File: src/rtl/decode_pkg.sv
// Shared ISA definitions for the decode stage: opcodes, instruction field
// positions, the registered ID/EX bundle and immediate sign extension.
package decode_pkg;

  localparam int XLEN     = 16;
  localparam int PCLEN    = 8;
  localparam int NUM_REGS = 8;
  localparam int RIDX_W   = 3;

  localparam logic [3:0] OP_NOP  = 4'h0;
  localparam logic [3:0] OP_ADD  = 4'h1;
  localparam logic [3:0] OP_SUB  = 4'h2;
  localparam logic [3:0] OP_AND  = 4'h3;
  localparam logic [3:0] OP_OR   = 4'h4;
  localparam logic [3:0] OP_ADDI = 4'h5;
  localparam logic [3:0] OP_LD   = 4'h6;
  localparam logic [3:0] OP_ST   = 4'h7;
  localparam logic [3:0] OP_BEQ  = 4'h8;
  localparam logic [3:0] OP_BNE  = 4'h9;
  localparam logic [3:0] OP_JMP  = 4'hA;

  localparam int OP_HI   = 15;
  localparam int OP_LO   = 12;
  localparam int RA_HI   = 11;
  localparam int RA_LO   = 9;
  localparam int RB_HI   = 8;
  localparam int RB_LO   = 6;
  localparam int RC_HI   = 5;
  localparam int RC_LO   = 3;
  localparam int IMM6_HI = 5;
  localparam int IMM8_HI = 7;

  typedef struct packed {
    logic              valid;
    logic [3:0]        op;
    logic [RIDX_W-1:0] rd;
    logic [RIDX_W-1:0] rs1;
    logic [RIDX_W-1:0] rs2;
    logic [XLEN-1:0]   a;
    logic [XLEN-1:0]   b;
    logic [XLEN-1:0]   imm;
    logic [PCLEN-1:0]  pc;
    logic              reg_write;
    logic              mem_read;
    logic              mem_write;
  } id_bundle_t;

  function automatic logic [XLEN-1:0] sext_imm6(input logic [IMM6_HI:0] imm);
    return {{(XLEN-IMM6_HI-1){imm[IMM6_HI]}}, imm};
  endfunction

endpackage

File: src/rtl/regfile_8x16.sv
// Architectural register file: two combinational read ports, one write port,
// r0 reads zero, and a same-cycle write value is forwarded to the readers.
module regfile_8x16
  import decode_pkg::*;
#(
  parameter int DATA_W = XLEN,
  parameter int NREG   = NUM_REGS,
  parameter int AW     = RIDX_W
) (
  input  logic              clk,
  input  logic              reset,
  input  logic [AW-1:0]     i_rs1_idx,
  input  logic [AW-1:0]     i_rs2_idx,
  output logic [DATA_W-1:0] o_rs1_data,
  output logic [DATA_W-1:0] o_rs2_data,
  input  logic              i_we,
  input  logic [AW-1:0]     i_wa,
  input  logic [DATA_W-1:0] i_wd
);

  logic [DATA_W-1:0] r_regs [NREG];

  always_ff @(posedge clk or posedge reset) begin
    if (reset) begin
      for (int i = 0; i < NREG; i++) begin
        r_regs[i] <= '0;
      end
    end else if (i_we && (i_wa != '0)) begin
      r_regs[i_wa] <= i_wd;
    end
  end

  // Forwarding lets decode see a result written back in the same cycle.
  assign o_rs1_data = (i_rs1_idx == '0)                  ? '0   :
                      (i_we && (i_wa == i_rs1_idx))      ? i_wd :
                                                           r_regs[i_rs1_idx];
  assign o_rs2_data = (i_rs2_idx == '0)                  ? '0   :
                      (i_we && (i_wa == i_rs2_idx))      ? i_wd :
                                                           r_regs[i_rs2_idx];

endmodule

File: src/rtl/decode_stage.sv
// Decode stage: instruction decode, operand read, branch/jump resolution,
// load-use and branch-compare hazard stalls, and the registered ID/EX bundle.
module decode_stage
  import decode_pkg::*;
#(
  parameter int DATA_W = XLEN,
  parameter int PC_W   = PCLEN,
  parameter int NREG   = NUM_REGS
) (
  input  logic              clk,
  input  logic              reset,
  input  logic [15:0]       instruction,
  input  logic [PC_W-1:0]   PC_in,
  input  logic              valid_in,
  input  logic              wb_en,
  input  logic [2:0]        wb_rd,
  input  logic [DATA_W-1:0] wb_data,
  output logic              stall,
  output logic              flush,
  output logic              PC_sel,
  output logic [PC_W-1:0]   branch_target,
  output logic              id_valid,
  output logic [3:0]        id_op,
  output logic [2:0]        id_rd,
  output logic [2:0]        id_rs1,
  output logic [2:0]        id_rs2,
  output logic [DATA_W-1:0] id_a,
  output logic [DATA_W-1:0] id_b,
  output logic [DATA_W-1:0] id_imm,
  output logic [PC_W-1:0]   id_pc,
  output logic              id_reg_write,
  output logic              id_mem_read,
  output logic              id_mem_write,
  output logic              illegal
);

  id_bundle_t        r_id;
  logic              r_hold_valid;
  logic [15:0]       r_hold_instr;
  logic [PC_W-1:0]   r_hold_pc;
  logic              r_illegal;

  logic [15:0]       w_instr;
  logic [PC_W-1:0]   w_pc;
  logic              w_valid;
  logic [3:0]        w_op;
  logic [2:0]        w_ra, w_rb, w_rc;
  logic [2:0]        w_rd, w_rs1, w_rs2;
  logic              w_use1, w_use2;
  logic [DATA_W-1:0] w_imm, w_a, w_b;
  logic              w_reg_write, w_mem_read, w_mem_write;
  logic              w_is_branch, w_is_jmp, w_illegal;
  logic              w_load_use, w_br_hazard, w_hazard, w_taken;
  logic [PC_W-1:0]   w_target;
  id_bundle_t        w_next;

  // While a stalled instruction is held, fetch is not presenting valid data.
  assign w_instr = r_hold_valid ? r_hold_instr : instruction;
  assign w_pc    = r_hold_valid ? r_hold_pc    : PC_in;
  assign w_valid = r_hold_valid | valid_in;

  assign w_op = w_instr[OP_HI:OP_LO];
  assign w_ra = w_instr[RA_HI:RA_LO];
  assign w_rb = w_instr[RB_HI:RB_LO];
  assign w_rc = w_instr[RC_HI:RC_LO];

  always_comb begin
    w_rd        = '0;
    w_rs1       = '0;
    w_rs2       = '0;
    w_use1      = 1'b0;
    w_use2      = 1'b0;
    w_imm       = '0;
    w_reg_write = 1'b0;
    w_mem_read  = 1'b0;
    w_mem_write = 1'b0;
    w_is_branch = 1'b0;
    w_is_jmp    = 1'b0;
    w_illegal   = 1'b0;
    case (w_op)
      OP_NOP: ;
      OP_ADD, OP_SUB, OP_AND, OP_OR: begin
        w_rd = w_ra; w_rs1 = w_rb; w_rs2 = w_rc;
        w_use1 = 1'b1; w_use2 = 1'b1; w_reg_write = 1'b1;
      end
      OP_ADDI, OP_LD: begin
        w_rd = w_ra; w_rs1 = w_rb; w_use1 = 1'b1; w_reg_write = 1'b1;
        w_imm = sext_imm6(w_instr[IMM6_HI:0]);
        w_mem_read = (w_op == OP_LD);
      end
      OP_ST: begin
        w_rs1 = w_rb; w_rs2 = w_ra; w_use1 = 1'b1; w_use2 = 1'b1;
        w_imm = sext_imm6(w_instr[IMM6_HI:0]); w_mem_write = 1'b1;
      end
      OP_BEQ, OP_BNE: begin
        w_rs1 = w_ra; w_rs2 = w_rb; w_use1 = 1'b1; w_use2 = 1'b1;
        w_imm = sext_imm6(w_instr[IMM6_HI:0]); w_is_branch = 1'b1;
      end
      OP_JMP: begin
        w_imm = {{(DATA_W-IMM8_HI-1){1'b0}}, w_instr[IMM8_HI:0]};
        w_is_jmp = 1'b1;
      end
      default: w_illegal = 1'b1;
    endcase
  end

  regfile_8x16 #(.DATA_W(DATA_W), .NREG(NREG), .AW(RIDX_W)) u_regfile (
    .clk        (clk),
    .reset      (reset),
    .i_rs1_idx  (w_rs1),
    .i_rs2_idx  (w_rs2),
    .o_rs1_data (w_a),
    .o_rs2_data (w_b),
    .i_we       (wb_en),
    .i_wa       (wb_rd),
    .i_wd       (wb_data)
  );

  assign w_load_use  = r_id.mem_read &&
                       ((w_use1 && (w_rs1 == r_id.rd)) || (w_use2 && (w_rs2 == r_id.rd)));
  assign w_br_hazard = w_is_branch && r_id.reg_write &&
                       ((w_ra == r_id.rd) || (w_rb == r_id.rd));
  assign w_hazard    = w_valid && r_id.valid && (r_id.rd != '0) &&
                       (w_load_use || w_br_hazard);

  // A redirect is never taken while stalled; operands may still be in flight.
  assign w_taken  = w_valid && !w_hazard &&
                    (w_is_jmp || ((w_op == OP_BEQ) && (w_a == w_b)) ||
                                 ((w_op == OP_BNE) && (w_a != w_b)));
  assign w_target = w_is_jmp ? w_instr[PC_W-1:0]
                             : (w_pc + PC_W'(1) + w_imm[PC_W-1:0]);

  assign stall         = !reset && w_hazard;
  assign flush         = !reset && w_taken;
  assign PC_sel        = !reset && w_taken;
  assign branch_target = (!reset && w_taken) ? w_target : '0;

  always_comb begin
    w_next           = '0;
    w_next.valid     = 1'b1;
    w_next.op        = w_illegal ? OP_NOP : w_op;
    w_next.rd        = w_rd;
    w_next.rs1       = w_rs1;
    w_next.rs2       = w_rs2;
    w_next.a         = w_a;
    w_next.b         = w_b;
    w_next.imm       = w_imm;
    w_next.pc        = w_pc;
    w_next.reg_write = w_reg_write;
    w_next.mem_read  = w_mem_read;
    w_next.mem_write = w_mem_write;
  end

  always_ff @(posedge clk or posedge reset) begin
    if (reset) begin
      r_id         <= '0;
      r_hold_valid <= 1'b0;
      r_hold_instr <= '0;
      r_hold_pc    <= '0;
      r_illegal    <= 1'b0;
    end else begin
      r_hold_valid <= w_hazard;
      if (w_hazard) begin
        r_hold_instr <= w_instr;
        r_hold_pc    <= w_pc;
      end
      r_id      <= (w_valid && !w_hazard) ? w_next : '0;
      r_illegal <= w_valid && !w_hazard && w_illegal;
    end
  end

  assign id_valid     = r_id.valid;
  assign id_op        = r_id.op;
  assign id_rd        = r_id.rd;
  assign id_rs1       = r_id.rs1;
  assign id_rs2       = r_id.rs2;
  assign id_a         = r_id.a;
  assign id_b         = r_id.b;
  assign id_imm       = r_id.imm;
  assign id_pc        = r_id.pc;
  assign id_reg_write = r_id.reg_write;
  assign id_mem_read  = r_id.mem_read;
  assign id_mem_write = r_id.mem_write;
  assign illegal      = r_illegal;

endmodule

File: config.mk
export PLATFORM = sky130hd
export DESIGN_NAME = decode_stage
export DESIGN_NICKNAME = d
export VERILOG_FILES = /design/src/rtl/decode_pkg.sv /design/src/rtl/regfile_8x16.sv /design/src/rtl/decode_stage.sv
export SDC_FILE = /design/constraint.sdc
export NUM_CORES = 1
export LEC_CHECK = 0
export BUFFER_PORTS_ARGS = -buffer_cell sky130_fd_sc_hd__buf_2
export CAP_MARGIN = 20
export CORE_ASPECT_RATIO = 0.6
export CORE_UTILIZATION = 40
export DETAILED_ROUTE_END_ITERATION = 8
export HOLD_SLACK_MARGIN = 0.03
export PLACE_DENSITY = 0.66
export SLEW_MARGIN = 15
export SYNTH_ARGS = -nofsm -noshare
export SYNTH_HDL_FRONTEND = slang
export SYNTH_SLANG_ARGS = --single-unit
File: constraint.sdc
create_clock -name clk -period 18.5 [get_ports clk]
set_input_delay 1.85 -clock clk [delete_from_list [all_inputs] [get_ports clk]]
set_output_delay 1.85 -clock clk [all_outputs]
set_load 0.005 [all_outputs]
==> run summary <==
Ports: 132
fillers: 2690
DR vias/cell: 5.84
number of cell rows: 48
Crit-path slowest cell: buf_4
Die X: 225 um
Final Core Density: 0.469
Tcrit/Tclk final: 0.467
crit path max fanout: 56
number of clock sinks: 220
CP max stage delay: 0.71 ns
sw frac: 0.295
drt first-iter violations: 979
Post-CTS Setup Inserts: 0
Pins Over Slew Limit: 0
Max clock buf depth: 3
IO Port Bufs: 131
layout cell share with drive strength beyond 1: 0.296
Leakage: 6.15 nW
Final nets: 1216
status: completed
DR vias: 9211
sequential element share of the synthesized area: 0.463
final cell count without fillers: 1578
Max-Cap Viols: 0
hold path depth: 0
Max VDD drop: 0.0677 mV
DRC Markers: 0
fin crit period: 8.64 ns
initial antenna violation count: 3
Num CTS Buffers: 23
YS warnings: 0
placed insts: 1536
PwrDens: 101 nW/um^2
post-route antenna net violation count: 0
Crit. End Element: primary output
Top FF cell, synth: dfrtp_1
setup tns final: 0 ns
pre-CTS setup slack: 9.99 ns
Cell variety after synth: 65
async set-reset flop share out of synthesis: 1.00
layout overhead on the synthesized area: 14.3%
Critical Path Most Common Cell: buf_2
post-CTS sizing: 0
WL/cell: 23.5 um
TritonRoute pass-1 iters: 5
clk root buf: clkbuf_16
startpoint types: input pin
final worst slack: 9.86 ns
Die H: 136 um
CTS tree: done
worst min path class: reg -> reg
Slew headroom: 0.206
Reg2Reg Depth: 16
Avg Inst Size Synth: 11.0 um^2
# hold bufs at CTS: 0
post-DP HPWL: 25200 um
FMAX: 116 MHz
Core Footprint: 28900 um^2
Tot Pwr: 1.37 mW
grt total ovfl: 0
Comb pwr share: 0.205
Initial Utilization: 0.411
critical path type: in -> out
htree depth: 1
crit path cell chain: buf_2 -> mux2i_2 -> nand3_1 -> o221a_2 -> nand2_2 -> buf_4 -> nand2_1 -> a21oi_4 -> a32o_1 -> xor2_1 -> nor4_1 -> nand4_1 -> a21oi_2 -> o21a_1 -> buf_2
Reg power frac: 0.437
Slew @ Worst Pin: 1.19 ns
first-pass GRT wire length: 56800 um
final setup violation count: 0
largest net degree at the start of global routing: 184
synthesized area: 11900 um^2
Clk Latency, worst-skew pair: 0.54 ns
Clock Skews: 0.0176 ns
number of global-route vias before repair: 9009
global-route usage over all layers: 0.247
Clk network pwr share: 0.358
Synth Instances: 1078
RSZ-0062 raised after global routing: false
final WL: 37000 um
FF+latch count, synth: 220
Arrival @ worst endpoint: 6.79 ns
final hold vios: 0
Pint: 0.968 mW
EDFF count, synth: 0
Clock transition at path regs: 0.06 ns
Total Die Area: 30400 um^2
Worst EP required: 16.65 ns
NetSw: 0.406 mW
syn_nets: 1133
Final Wtd Congestion: 0.912
==> power groups by stage <==
stage | combinational (mW) | clock (mW) | sequential, mW
CTS | 0.278 | 0.501 | 0.598
detailed placement | 0.277 | 0 | 0.606
floorplan | 0.199 | 0 | 0.590
global route | 0.305 | 0.521 | 0.608
global placement | 0.271 | 0 | 0.603
finish | 0.282 | 0.492 | 0.600
==> per-layer routing <==
layer	share of wire	global-route usage	vias to the layer above
met1	0.48	0.388	4611
met4	0.020	0.0574	0
li1	-	-	4078
met3	0.11	0.0774	47
met2	0.38	0.322	475
met5	0	0	-
==> registers in the layout (all words and copies together), names as in the netlist <==
name              count
id_valid              1
id_imm                9
r_hold_instr         16
id_rd                 3
id_b                 16
u_regfile.r_regs    128
id_mem_write          1
id_pc                 8
id_op                 4
r_hold_valid          1
illegal               1
id_rs2                3
id_mem_read           1
id_rs1                3
id_reg_write          1
r_hold_pc             8
id_a                 16
==> final cells by class <==
type                       instances  area [um^2]  area share
multi-input combinational        759         5950       0.438
sequential                       220         5510       0.405
timing repair buffer             150          811      0.0597
clock buffer                      34          677      0.0498
tap                              400          500      0.0368
clock inverter                     5          104     0.00764
inverter                           7         33.8     0.00249
antenna                            3         7.51    0.000553
==> metrics by stage <==
stage	cell area [um^2]	hold slack, ns
after global placement	12800	0.386
final	13600	0.397
after floorplan	11900	0.449
after CTS	13600	0.401
after detailed placement	12800	0.388
after global routing	13600	0.411
==> logic make-up (layout without fill, tap and decap cells) <==
group | after synthesis | count (layout) | share of synthesized area
AOI/OAI and AO/OA | 172 | 172 | 0.106
buffers and inverters | 99 | 196 | 0.0402
muxes | 253 | 253 | 0.228
adders and majority gates | 8 | 8 | 0.00905
and+or+nand+nor | 287 | 287 | 0.125
other | 0 | 3 | 0
DFF | 220 | 220 | 0.463
xor gates and xnor gates | 39 | 39 | 0.0287
==> final timing paths <==
check,slack [ns],from,endpoint
max in group asynchronous,15.82,reset,r_hold_instr[14]$_DFFE_PP0P_
max reg2reg,12.57,r_hold_valid$_DFF_PP0_,id_rd[2]$_DFF_PP0_
min,0.40,u_regfile.r_regs[113]$_DFFE_PP0P_,u_regfile.r_regs[113]$_DFFE_PP0P_
min in group asynchronous,1.29,reset,illegal$_DFF_PP0_
min reg2reg,0.40,u_regfile.r_regs[113]$_DFFE_PP0P_,u_regfile.r_regs[113]$_DFFE_PP0P_
max,9.86,instruction[15],branch_target[4]
==> cell usage in the layout, fill, tap and decap left out, types with 3 or more instances in the layout <==
| master | synthesis | final |
|---|---|---|
| nor2_1 | 61 | 61 |
| nor2_2 | 3 | 3 |
| clkbuf_8 | 0 | 6 |
| o21a_1 | 9 | 9 |
| nand4b_1 | 5 | 5 |
| a221oi_1 | 10 | 10 |
| ha_1 | 7 | 7 |
| a32o_1 | 14 | 14 |
| or3_1 | 5 | 5 |
| diode_2 | 0 | 3 |
| nand2_1 | 60 | 59 |
| nor4_1 | 5 | 5 |
| nand2b_1 | 6 | 6 |
| bufinv_16 | 0 | 3 |
| mux2i_2 | 3 | 3 |
| nand3_1 | 25 | 25 |
| a211oi_1 | 7 | 7 |
| a21oi_1 | 36 | 36 |
| mux2_2 | 135 | 135 |
| a22oi_1 | 18 | 18 |
| a21o_1 | 7 | 7 |
| mux2i_1 | 114 | 114 |
| xor2_1 | 18 | 18 |
| nor3_1 | 35 | 34 |
| o22ai_1 | 21 | 21 |
| inv_1 | 7 | 6 |
| and2_1 | 41 | 41 |
| nand4_1 | 14 | 14 |
| xnor2_1 | 21 | 21 |
| a32oi_1 | 10 | 10 |
| buf_2 | 28 | 131 |
| dfrtp_1 | 220 | 219 |
| clkbuf_16 | 0 | 23 |
| buf_4 | 15 | 18 |
| nor2b_1 | 8 | 6 |
| clkbuf_1 | 42 | 5 |
| o21ai_0 | 23 | 23 |
==> synth_stat cells, drive strengths merged, types with 8 or more instances <==
cell type,instances,share of area
a21oi,38,0.017
a221oi,10,0.0074
a22oi,18,0.011
a32o,14,0.012
a32oi,10,0.0074
and2,41,0.022
buf,50,0.025
clkbuf,42,0.013
dfrtp,220,0.46
mux2,136,0.13
mux2i,117,0.099
nand2,61,0.019
nand3,25,0.011
nand4,14,0.0074
nor2,64,0.021
nor2b,8,0.0042
nor3,36,0.016
o21a,10,0.0064
o21ai,23,0.0097
o22ai,21,0.011
xnor2,21,0.015
xor2,18,0.013
==> critical path, delay by kind of cell <==
family | cells | cell delay (ns)
mux | 1 | 0.70
compound gates | 5 | 1.88
xor+xnor | 1 | 0.10
simple gates | 5 | 1.24
buf+inv | 3 | 0.95
Power figures use the tool's default switching activity.
